==> src/rtl/psum_accumulator_pkg.sv <==
// Shared types, default widths and the sign-extension helper for the psum accumulator.
package psum_acc_pkg;

  typedef enum logic [1:0] {
    IDLE  = 2'd0,
    ACCUM = 2'd1,
    HOLD  = 2'd2
  } state_t;

  localparam int PSUM_BW    = 8;
  localparam int ACC_BW     = 16;
  localparam int SEXT_MAX_W = 64;

  // Sign-extends the low w bits of raw to SEXT_MAX_W; callers truncate to their own width.
  function automatic logic [SEXT_MAX_W-1:0] sext_psum(input logic [SEXT_MAX_W-1:0] raw,
                                                      input int unsigned w);
    logic signed [SEXT_MAX_W-1:0] t;
    int unsigned                  sh;
    sh = SEXT_MAX_W - w;
    t  = signed'(raw << sh);
    return t >>> sh;
  endfunction

endpackage

==> src/rtl/psum_accumulator_if.sv <==
// Input (psum) and output (result) valid/ready streams of the psum accumulator.
interface psum_accumulator_if
  import psum_acc_pkg::*;
#(
  parameter int psum_bw = PSUM_BW,
  parameter int acc_bw  = ACC_BW
);
  logic               in_valid;
  logic               in_ready;
  logic [psum_bw-1:0] in_psum;
  logic               out_valid;
  logic               out_ready;
  logic [acc_bw-1:0]  out_data;

  modport master (
    output in_valid, in_psum, out_ready,
    input  in_ready, out_valid, out_data
  );

  modport slave (
    input  in_valid, in_psum, out_ready,
    output in_ready, out_valid, out_data
  );
endinterface

==> src/rtl/psum_accumulator_acc_relu.sv <==
// Final add (base + sign-extended psum) and the value loaded into out_data.
// Define PSUM_ACC_RELU_EN to clamp negative results to zero on the output path only.
module acc_relu
  import psum_acc_pkg::*;
#(
  parameter int psum_bw = PSUM_BW,
  parameter int acc_bw  = ACC_BW
) (
  input  logic [acc_bw-1:0]  base,
  input  logic [psum_bw-1:0] psum,
  output logic [acc_bw-1:0]  sum,
  output logic [acc_bw-1:0]  result
);
  logic [acc_bw-1:0] psum_ext;

  assign psum_ext = acc_bw'(sext_psum(SEXT_MAX_W'(psum), psum_bw));
  assign sum      = base + psum_ext;

`ifdef PSUM_ACC_RELU_EN
  assign result = sum[acc_bw-1] ? '0 : sum;
`else
  assign result = sum;
`endif

endmodule

==> src/rtl/psum_accumulator.sv <==
// Sums NUM_PASS signed psums into one acc_bw result, presented over a valid/ready stream.
// Optional output ReLU is enabled by defining PSUM_ACC_RELU_EN.
//
// state | meaning
// IDLE  | no group in progress, waiting for the first psum
// ACCUM | 1..NUM_PASS-1 psums of the current group accepted
// HOLD  | completed result on out_data, waiting for out_ready
module psum_accumulator
  import psum_acc_pkg::*;
#(
  parameter int psum_bw  = PSUM_BW,
  parameter int acc_bw   = ACC_BW,
  parameter int NUM_PASS = 4
) (
  input  logic                clk,
  input  logic                reset_n,
  input  logic                clear,
  psum_accumulator_if.slave   bus,
  output logic                busy
);
  localparam int                CNT_W    = $clog2(NUM_PASS + 1);
  localparam logic [CNT_W-1:0]  LAST_CNT = CNT_W'(NUM_PASS);

  state_t            state_q, state_d;
  logic [acc_bw-1:0] acc_q, acc_d;
  logic [acc_bw-1:0] out_data_q, out_data_d;
  logic [CNT_W-1:0]  cnt_q, cnt_d;

  logic [acc_bw-1:0] base, sum, result;
  logic [CNT_W-1:0]  cnt_base, cnt_inc;
  logic              in_ready, out_valid, in_acc, out_hs, last;

  // A new group always starts from zero; only ACCUM carries the running sum forward.
  assign base     = (state_q == ACCUM) ? acc_q : '0;
  assign cnt_base = (state_q == ACCUM) ? cnt_q : '0;
  assign cnt_inc  = cnt_base + CNT_W'(1);
  assign last     = (cnt_inc == LAST_CNT);
  assign in_acc   = bus.in_valid & in_ready;
  assign out_hs   = out_valid & bus.out_ready;

  acc_relu #(
    .psum_bw (psum_bw),
    .acc_bw  (acc_bw)
  ) u_acc_relu (
    .base   (base),
    .psum   (bus.in_psum),
    .sum    (sum),
    .result (result)
  );

  always_ff @(posedge clk or negedge reset_n) begin
    if (!reset_n) begin
      state_q    <= IDLE;
      acc_q      <= '0;
      cnt_q      <= '0;
      out_data_q <= '0;
    end else begin
      state_q    <= state_d;
      acc_q      <= acc_d;
      cnt_q      <= cnt_d;
      out_data_q <= out_data_d;
    end
  end

  // In HOLD an input accept implies the output handshake, since in_ready follows out_ready.
  always_comb begin
    state_d    = state_q;
    acc_d      = acc_q;
    cnt_d      = cnt_q;
    out_data_d = out_data_q;
    if (state_q != HOLD && clear) begin
      state_d = IDLE;
      acc_d   = '0;
      cnt_d   = '0;
    end else if (in_acc) begin
      acc_d = sum;
      cnt_d = cnt_inc;
      if (last) begin
        state_d    = HOLD;
        out_data_d = result;
      end else begin
        state_d = ACCUM;
      end
    end else if (out_hs) begin
      state_d = IDLE;
      cnt_d   = '0;
    end else if (state_q != IDLE && state_q != ACCUM && state_q != HOLD) begin
      state_d = IDLE;
    end
  end

  always_comb begin
    in_ready  = 1'b1;
    out_valid = 1'b0;
    busy      = (state_q != IDLE);
    if (state_q == HOLD) begin
      out_valid = 1'b1;
      in_ready  = bus.out_ready;
    end
    if (clear) in_ready = 1'b0;
  end

  assign bus.in_ready  = in_ready;
  assign bus.out_valid = out_valid;
  assign bus.out_data  = out_data_q;

endmodule

==> src/flat_wrapper.sv <==
// flat-port wrapper written by rule: the top's interface ports become plain ports
module psum_accumulator_flat import psum_acc_pkg::*;
#(
  parameter int psum_bw  = PSUM_BW,
  parameter int acc_bw   = ACC_BW,
  parameter int NUM_PASS = 4
)
  (clk, reset_n, clear, busy, bus_in_valid, bus_in_psum, bus_out_ready, bus_in_ready, bus_out_valid, bus_out_data);
  psum_accumulator_if #(.psum_bw(psum_bw), .acc_bw(acc_bw)) bus_i ();
  input  logic clk;
  input  logic reset_n;
  input  logic clear;
  output logic busy;
  input wire logic [$bits(bus_i.in_valid)-1:0] bus_in_valid;
  input wire logic [$bits(bus_i.in_psum)-1:0] bus_in_psum;
  input wire logic [$bits(bus_i.out_ready)-1:0] bus_out_ready;
  output wire logic [$bits(bus_i.in_ready)-1:0] bus_in_ready;
  output wire logic [$bits(bus_i.out_valid)-1:0] bus_out_valid;
  output wire logic [$bits(bus_i.out_data)-1:0] bus_out_data;
  assign bus_i.in_valid = bus_in_valid;
  assign bus_i.in_psum = bus_in_psum;
  assign bus_i.out_ready = bus_out_ready;
  assign bus_in_ready = bus_i.in_ready;
  assign bus_out_valid = bus_i.out_valid;
  assign bus_out_data = bus_i.out_data;
  psum_accumulator #(.psum_bw(psum_bw), .acc_bw(acc_bw), .NUM_PASS(NUM_PASS)) u_core (.clk(clk), .reset_n(reset_n), .clear(clear), .bus(bus_i), .busy(busy));
endmodule
==> config.mk <==
export PLATFORM = sky130hd
export DESIGN_NAME = psum_accumulator_flat
export DESIGN_NICKNAME = d
export VERILOG_FILES = /design/src/rtl/psum_accumulator_pkg.sv /design/src/rtl/psum_accumulator_if.sv /design/src/rtl/psum_accumulator_acc_relu.sv /design/src/rtl/psum_accumulator.sv /design/src/flat_wrapper.sv
export SDC_FILE = /design/constraint.sdc
export NUM_CORES = 1
export LEC_CHECK = 0
export CAP_MARGIN = 15
export CORE_ASPECT_RATIO = 0.7
export CORE_UTILIZATION = 40
export DETAILED_ROUTE_END_ITERATION = 6
export GPL_TIMING_DRIVEN = 1
export MAX_ROUTING_LAYER = met4
export PLACE_DENSITY = 0.64
export SETUP_SLACK_MARGIN = 0.2
export SYNTH_ARGS = -nofsm -noshare
export SYNTH_HDL_FRONTEND = slang
export SYNTH_SLANG_ARGS = --single-unit
==> constraint.sdc <==
create_clock -name clk -period 3.8 [get_ports clk]
set_clock_uncertainty 0.2 [all_clocks]
set_input_delay 0.95 -clock clk [delete_from_list [all_inputs] [get_ports clk]]
set_output_delay 0.95 -clock clk [all_outputs]
set_load 0.02 [all_outputs]
### After elaboration in Yosys (flattened, before gate mapping)

Index checks and enable logic that the tools add are counted.

| operators by class | value |
|---|---|
| shift-type cells | 0 |
| magnitude comparators | 0 |
| divide/modulo/power cells | 0 |
| reduce and logical (&&, ||, !) cells | 8 |
| bitwise operators | 3 |
| mux-type cells | 15 |
| $mul | 0 |
| equal/unequal tests | 5 |
| add/sub/neg operators | 2 |

Operators by type and width:

| operator | count |
|---|---|
| 16-bit 2-to-1 mux | 3 |
| 16-bit adder | 1 |
| 3-bit 2-to-1 mux | 4 |
| 2-bit 2-to-1 mux | 5 |
| 2-bit nonzero test | 2 |
| 4-bit nonzero test | 1 |
| 3-bit by 1-bit adder with 3-bit output, second input constant | 1 |
| 3-bit equality test, second input constant | 1 |
| 1-bit logical AND | 3 |
| 1-bit 2-to-1 mux | 3 |
| 3-bit AND reduction | 1 |
| 3-bit nonzero test | 1 |
| 1-bit AND | 2 |
| 2-bit by 1-bit equality test with 1-bit output, second input constant | 1 |
| 2-bit equality test, second input constant | 1 |
| 2-bit by 1-bit inequality test with 1-bit output, second input constant | 1 |
| 2-bit inequality test, second input constant | 1 |
| 1-bit NOT | 1 |

| storage, ports and cells | value |
|---|---|
| register bits after elaboration | 37 |
| bits in latches | 0 |
| memory bits (writable) | 0 |
| memories kept | 0 |
| bits in read-only memories | 0 |
| output and inout bits | 19 |
| word-level logic and storage cells | 37 |

### Depth between registers and ports, before layout

| logic depth | value |
|---|---|
| word-level depth | 7 |
| gate-level depth with buffers | 11 |
| gate-level depth less buffers | 9 |

### Modules after synthesis

From an unflattened synthesis, not the netlist that was laid out.

| second synthesis, totals | value |
|---|---|
| cells, all modules | 246 |
| area, all modules | 2620.0 µm² |

By module, submodules not included:

| module | area each (µm²) | cells an instance | instances |
|---|---|---|---|
| psum_accumulator | 1646.6 | 123 | 1 |
| acc_relu | 973.4 | 123 | 1 |

### Least setup slack after synthesis

OpenSTA, ideal clock, no wires.

| path | value |
|---|---|
| path kind | register -> register |
| from | register u_core.state_q[0] |
| to | register u_core.acc_q[12] |
| setup time | 0.122 ns |
| stages on the path, launching flop included | 12 |
| arrival time | 2.661 ns |
| setup slack | 0.817 ns |
| buffers on the path | 2 |
| path through | dfrtp_1 nor2b_1 clkbuf_1 clkbuf_1 and2_1 ha_1 fa_1 a21oi_1 o211a_1 nor3_1 or3_1 a32o_1 |

| on the way | value |
|---|---|
| longest elaborated chain between the ends | 5 |
| elaborated cells between the ends (all ways) | 12 |

RTL lines:

| element | line | source |
|---|---|---|
| start, declared | psum_accumulator.sv:24 | `state_t state_q, state_d;` |
| start signal, assigned | psum_accumulator.sv:58 | `state_q <= state_d;` |
| 2-bit by 1-bit equality test with 1-bit output / 2-bit equality test (equally long branches) | psum_accumulator.sv:34, psum_accumulator.sv:96 |  |
| 16-bit 2-to-1 mux / 1-bit 2-to-1 mux (equally long branches) | psum_accumulator.sv:34, psum_accumulator.sv:96 |  |
| 16-bit adder / 1-bit 2-to-1 mux (equally long branches) | psum_accumulator_acc_relu.sv:17, psum_accumulator.sv:100 |  |
| 16-bit 2-to-1 mux / 1-bit AND (equally long branches) | psum_accumulator.sv:75, psum_accumulator.sv:38 |  |
| 16-bit 2-to-1 mux / 2-bit nonzero test (equally long branches) | n/a |  |
| end signal, assigned | psum_accumulator.sv:54 | `acc_q <= '0;` |
| end signal, assigned | psum_accumulator.sv:59 | `acc_q <= acc_d;` |
| end, declared | psum_accumulator.sv:25 | `logic [acc_bw-1:0] acc_q, acc_d;` |

Parallel ways exist; a longest one is shown, timed or not. The select of a mux whose other input is x is not followed.
A chain may end at the register's enable or synchronous reset.

### Final worst setup path

| path | value |
|---|---|
| from | input port bus_out_ready |
| to | output port bus_in_ready |

| on the way | value |
|---|---|
| longest elaborated chain between the ends | 2 |

RTL lines:

| element | line | source |
|---|---|---|
| start, declared | flat_wrapper.sv:16 | `input wire logic [$bits(bus_i.out_ready)-1:0] bus_out_ready;` |
| 1-bit 2-to-1 mux | psum_accumulator.sv:96 | `if (state_q == HOLD) begin` |
| 1-bit 2-to-1 mux | psum_accumulator.sv:100 | `if (clear) in_ready = 1'b0;` |
| end, declared | flat_wrapper.sv:17 | `output wire logic [$bits(bus_i.in_ready)-1:0] bus_in_ready;` |

Every way passes these cells.

==> run summary <==
LEAKAGE: 1.278 nW
Post-route clock period utilization: 0.9246
Max-cap violations: 0
Overall die area: 6091 um^2
Crit Path Max Fanout: 3
Synthesized instance count: 233
Relative max-transition margin: 0.4521
Hold path start: u_core.acc_q[3]
Max clock buf depth: 2
Mean cell area of the mapped netlist: 9.918 um^2
Critical path endpoint category: output pin
Worst slew pin tran: 821.9 ps
CTS Buf Count: 5
Fin. Hold Viols: 0
R2R setup slack: 680 ps
Clock root buffer master: clkbuf_8
PortBufs: 31
Total number of vias: 1845
Syn Std Cell Area: 2311 um^2
Maximum vdd ir drop: 0.0001624 V
Drt pass-1 iters: 4
Hold Path Stages: 2
Diode count: 0
Clock Latency Late Sink: 300 ps
Syn nets: 264
Most frequent cells in the layout: 37 x dfrtp_1, 30 x clkdlybuf4s50_1, 27 x nand2_1
Row count: 22
Cell Count, Final, Fillers Out: 339
Worst EP required: 2650 ps
# IOs: 32
Remaining antenna violation count: 0
WL final: 5280 um
Pwr Density: 348.0 nW/um^2
WP data arrival: 2360 ps
Global Route Usage Sum: 0.2003
Final setup fails: 0
Layout area overhead: 22.74%
Status: finished clean
FF+latch count, synth: 37
Path depth of the worst reg2reg path: 9
Post-route setup slack: 286.5 ps
Hold endpoint: u_core.acc_q[3]
Clock tree from TritonCTS: yes
Fin nets: 297
Sequential share of the synthesized area: 0.4006
Minimum clock period: 3514 ps
Grt total ovfl: 0
Die height: 65.60 um
Wire per inst: 15.58 um
Die width: 92.85 um
Slew Limit Fails: 0
Crit start category: input port
Setup repair bufs after CTS: 0
Core area: 5395 um^2
Layout cell share with drive strength beyond 1: 0.1273
Initial antenna violation count: 0
Inst Count DP: 331
1st-iter DRT viols: 73
CP Class: in -> out
RSZ-0062 raised after global routing: no
Starting Density: 0.4283
Largest net degree at the start of global routing: 38
Fmax: 284.6 MHz
Clk sinks: 37
Vias in the first global route: 1821
Final routed DRC violation total: 0
Final HPWL DP: 3777 um
Reg clk slew, reported paths: 80 ps
Commonest non-fill, non-tap cell in the layout: dfrtp_1
YS warnings: 0
H-tree depth: 2
Count of different cell masters after synthesis: 41
Global placer's final weighted congestion: 0.8776
First-pass GRT wire length: 9052 um
HP Class: reg -> reg
Reg2reg start: u_core.state_q[0]
Place WS: -228.0 ps
RR Endpoint: u_core.acc_q[13]
Hold buffers post-CTS: 0
Vias per cell: 5.442
## power by group
part / switching, mW / internal [mW]
Clock: 0.152 / 0.261
Sequential: 0.00778 / 0.410
Combinational: 0.0916 / 0.0648
## stage by stage
| stage | utilization | total power, mW | hold WS, ps | instance area, um^2 | TNS (ps) |
|---|---|---|---|---|---|
| 2_1_floorplan | - | 0.5255 | 240.2 | 2311 | 0 |
| 4_1_cts | 0.5248 | 0.9950 | 279.9 | 2831 | 0 |
| 3_3_place_gp | 0.4988 | 0.5793 | 261.1 | 2691 | -602.4 |
| 5_1_grt | 0.5257 | 1.038 | 310.6 | 2836 | 0 |
| 3_5_place_dp | 0.4988 | 0.5807 | 263.2 | 2691 | -1564 |
| 6_report | 0.5257 | 0.9871 | 275.2 | 2836 | 0 |
## critical path, stage by stage
cell	delay, ps
clkdlybuf4s50_1	460
nor3b_2	310
nor2_1	90
clkdlybuf4s50_1	550
## how the worst max path moves through the flow
stage | startpoint | end | slack, ps | cells after the start
final | bus_out_ready | bus_in_ready | 290 | 4
after CTS | bus_out_ready | bus_in_ready | 130 | 4
after global routing | bus_out_ready | bus_in_ready | 210 | 4
after global placement | bus_out_ready | u_core.bus.out_data[14] | -110 | 6
after detailed placement | bus_out_ready | u_core.bus.out_data[14] | -230 | 6
after floorplan | u_core.state_q[0] | u_core.acc_q[12] | 820 | 11
## synthesized netlist by cell type
| cell | n | share of area |
|---|---|---|
| a31o_1 | 1 | 0.0038 |
| a211oi_1 | 2 | 0.0065 |
| nor4_1 | 1 | 0.0027 |
| o21ai_1 | 3 | 0.0065 |
| o21ai_0 | 20 | 0.043 |
| nand4_1 | 1 | 0.0027 |
| ha_1 | 17 | 0.092 |
| o21ai_2 | 1 | 0.0038 |
| inv_1 | 3 | 0.0049 |
| nor3b_1 | 2 | 0.0065 |
| clkbuf_1 | 4 | 0.0065 |
| a21oi_2 | 4 | 0.015 |
| or2_2 | 2 | 0.0054 |
| xor2_1 | 2 | 0.0076 |
| nor3_1 | 2 | 0.0043 |
| a22o_1 | 7 | 0.027 |
| o211a_1 | 1 | 0.0043 |
| o31ai_1 | 3 | 0.0097 |
| o211ai_1 | 1 | 0.0032 |
| a21oi_1 | 10 | 0.022 |
| a31o_2 | 6 | 0.023 |
| nand2_1 | 27 | 0.044 |
| nand3_1 | 3 | 0.0065 |
| a32o_1 | 6 | 0.026 |
| nand2b_1 | 2 | 0.0054 |
| a2111oi_4 | 1 | 0.012 |
| and2_1 | 25 | 0.068 |
| fa_1 | 1 | 0.0087 |
| mux2_2 | 6 | 0.029 |
| o21a_1 | 1 | 0.0032 |
| dfrtp_1 | 37 | 0.40 |
| xnor2_1 | 6 | 0.023 |
| nor2b_1 | 2 | 0.0054 |
| nor2_1 | 5 | 0.0081 |
| nor3b_2 | 1 | 0.0054 |
| a21boi_0 | 2 | 0.0065 |
| a21oi_4 | 1 | 0.0070 |
| or3_1 | 5 | 0.014 |
| a41o_1 | 2 | 0.0087 |
| a21o_1 | 4 | 0.013 |
| buf_2 | 3 | 0.0065 |
## metal layers
metal / global-route usage / vias up / wire length [um]
met5: - / - / 0
met4: 0.05577 / 0 / 46
met3: 0.03819 / 5 / 236
met2: 0.2739 / 41 / 1972
met1: 0.2985 / 874 / 3023
li1: - / 925 / -
## logic make-up after synthesis
group / share of synthesized area
mux: 0.02923
simple gates: 0.1776
buf+inv: 0.01786
xor+xnor: 0.03032
compound gates: 0.2436
flops: 0.4007
fa+ha+maj: 0.1007
## area by class of cell
type                       instances  area [um^2]
clock buffer                       5        68.82
fill                             527         2559
timing repair buffer              33        320.3
inverter                           3        11.26
sequential                        37        925.9
clock inverter                     3        65.06
tap                               72        90.09
multi-input combinational        186         1355
## registers in the layout, summed over array words and instances (netlist names)
register / flops
u_core.state_q: 2
u_core.acc_q: 16
u_core.bus.out_data: 16
u_core.cnt_q: 3
## timing repair
item	in CTS	in global routing
endpoints found under the setup margin	8	1
resized for setup	1	1
pin swaps	0	0
Note: power is estimated with default switching activity, not from simulation.
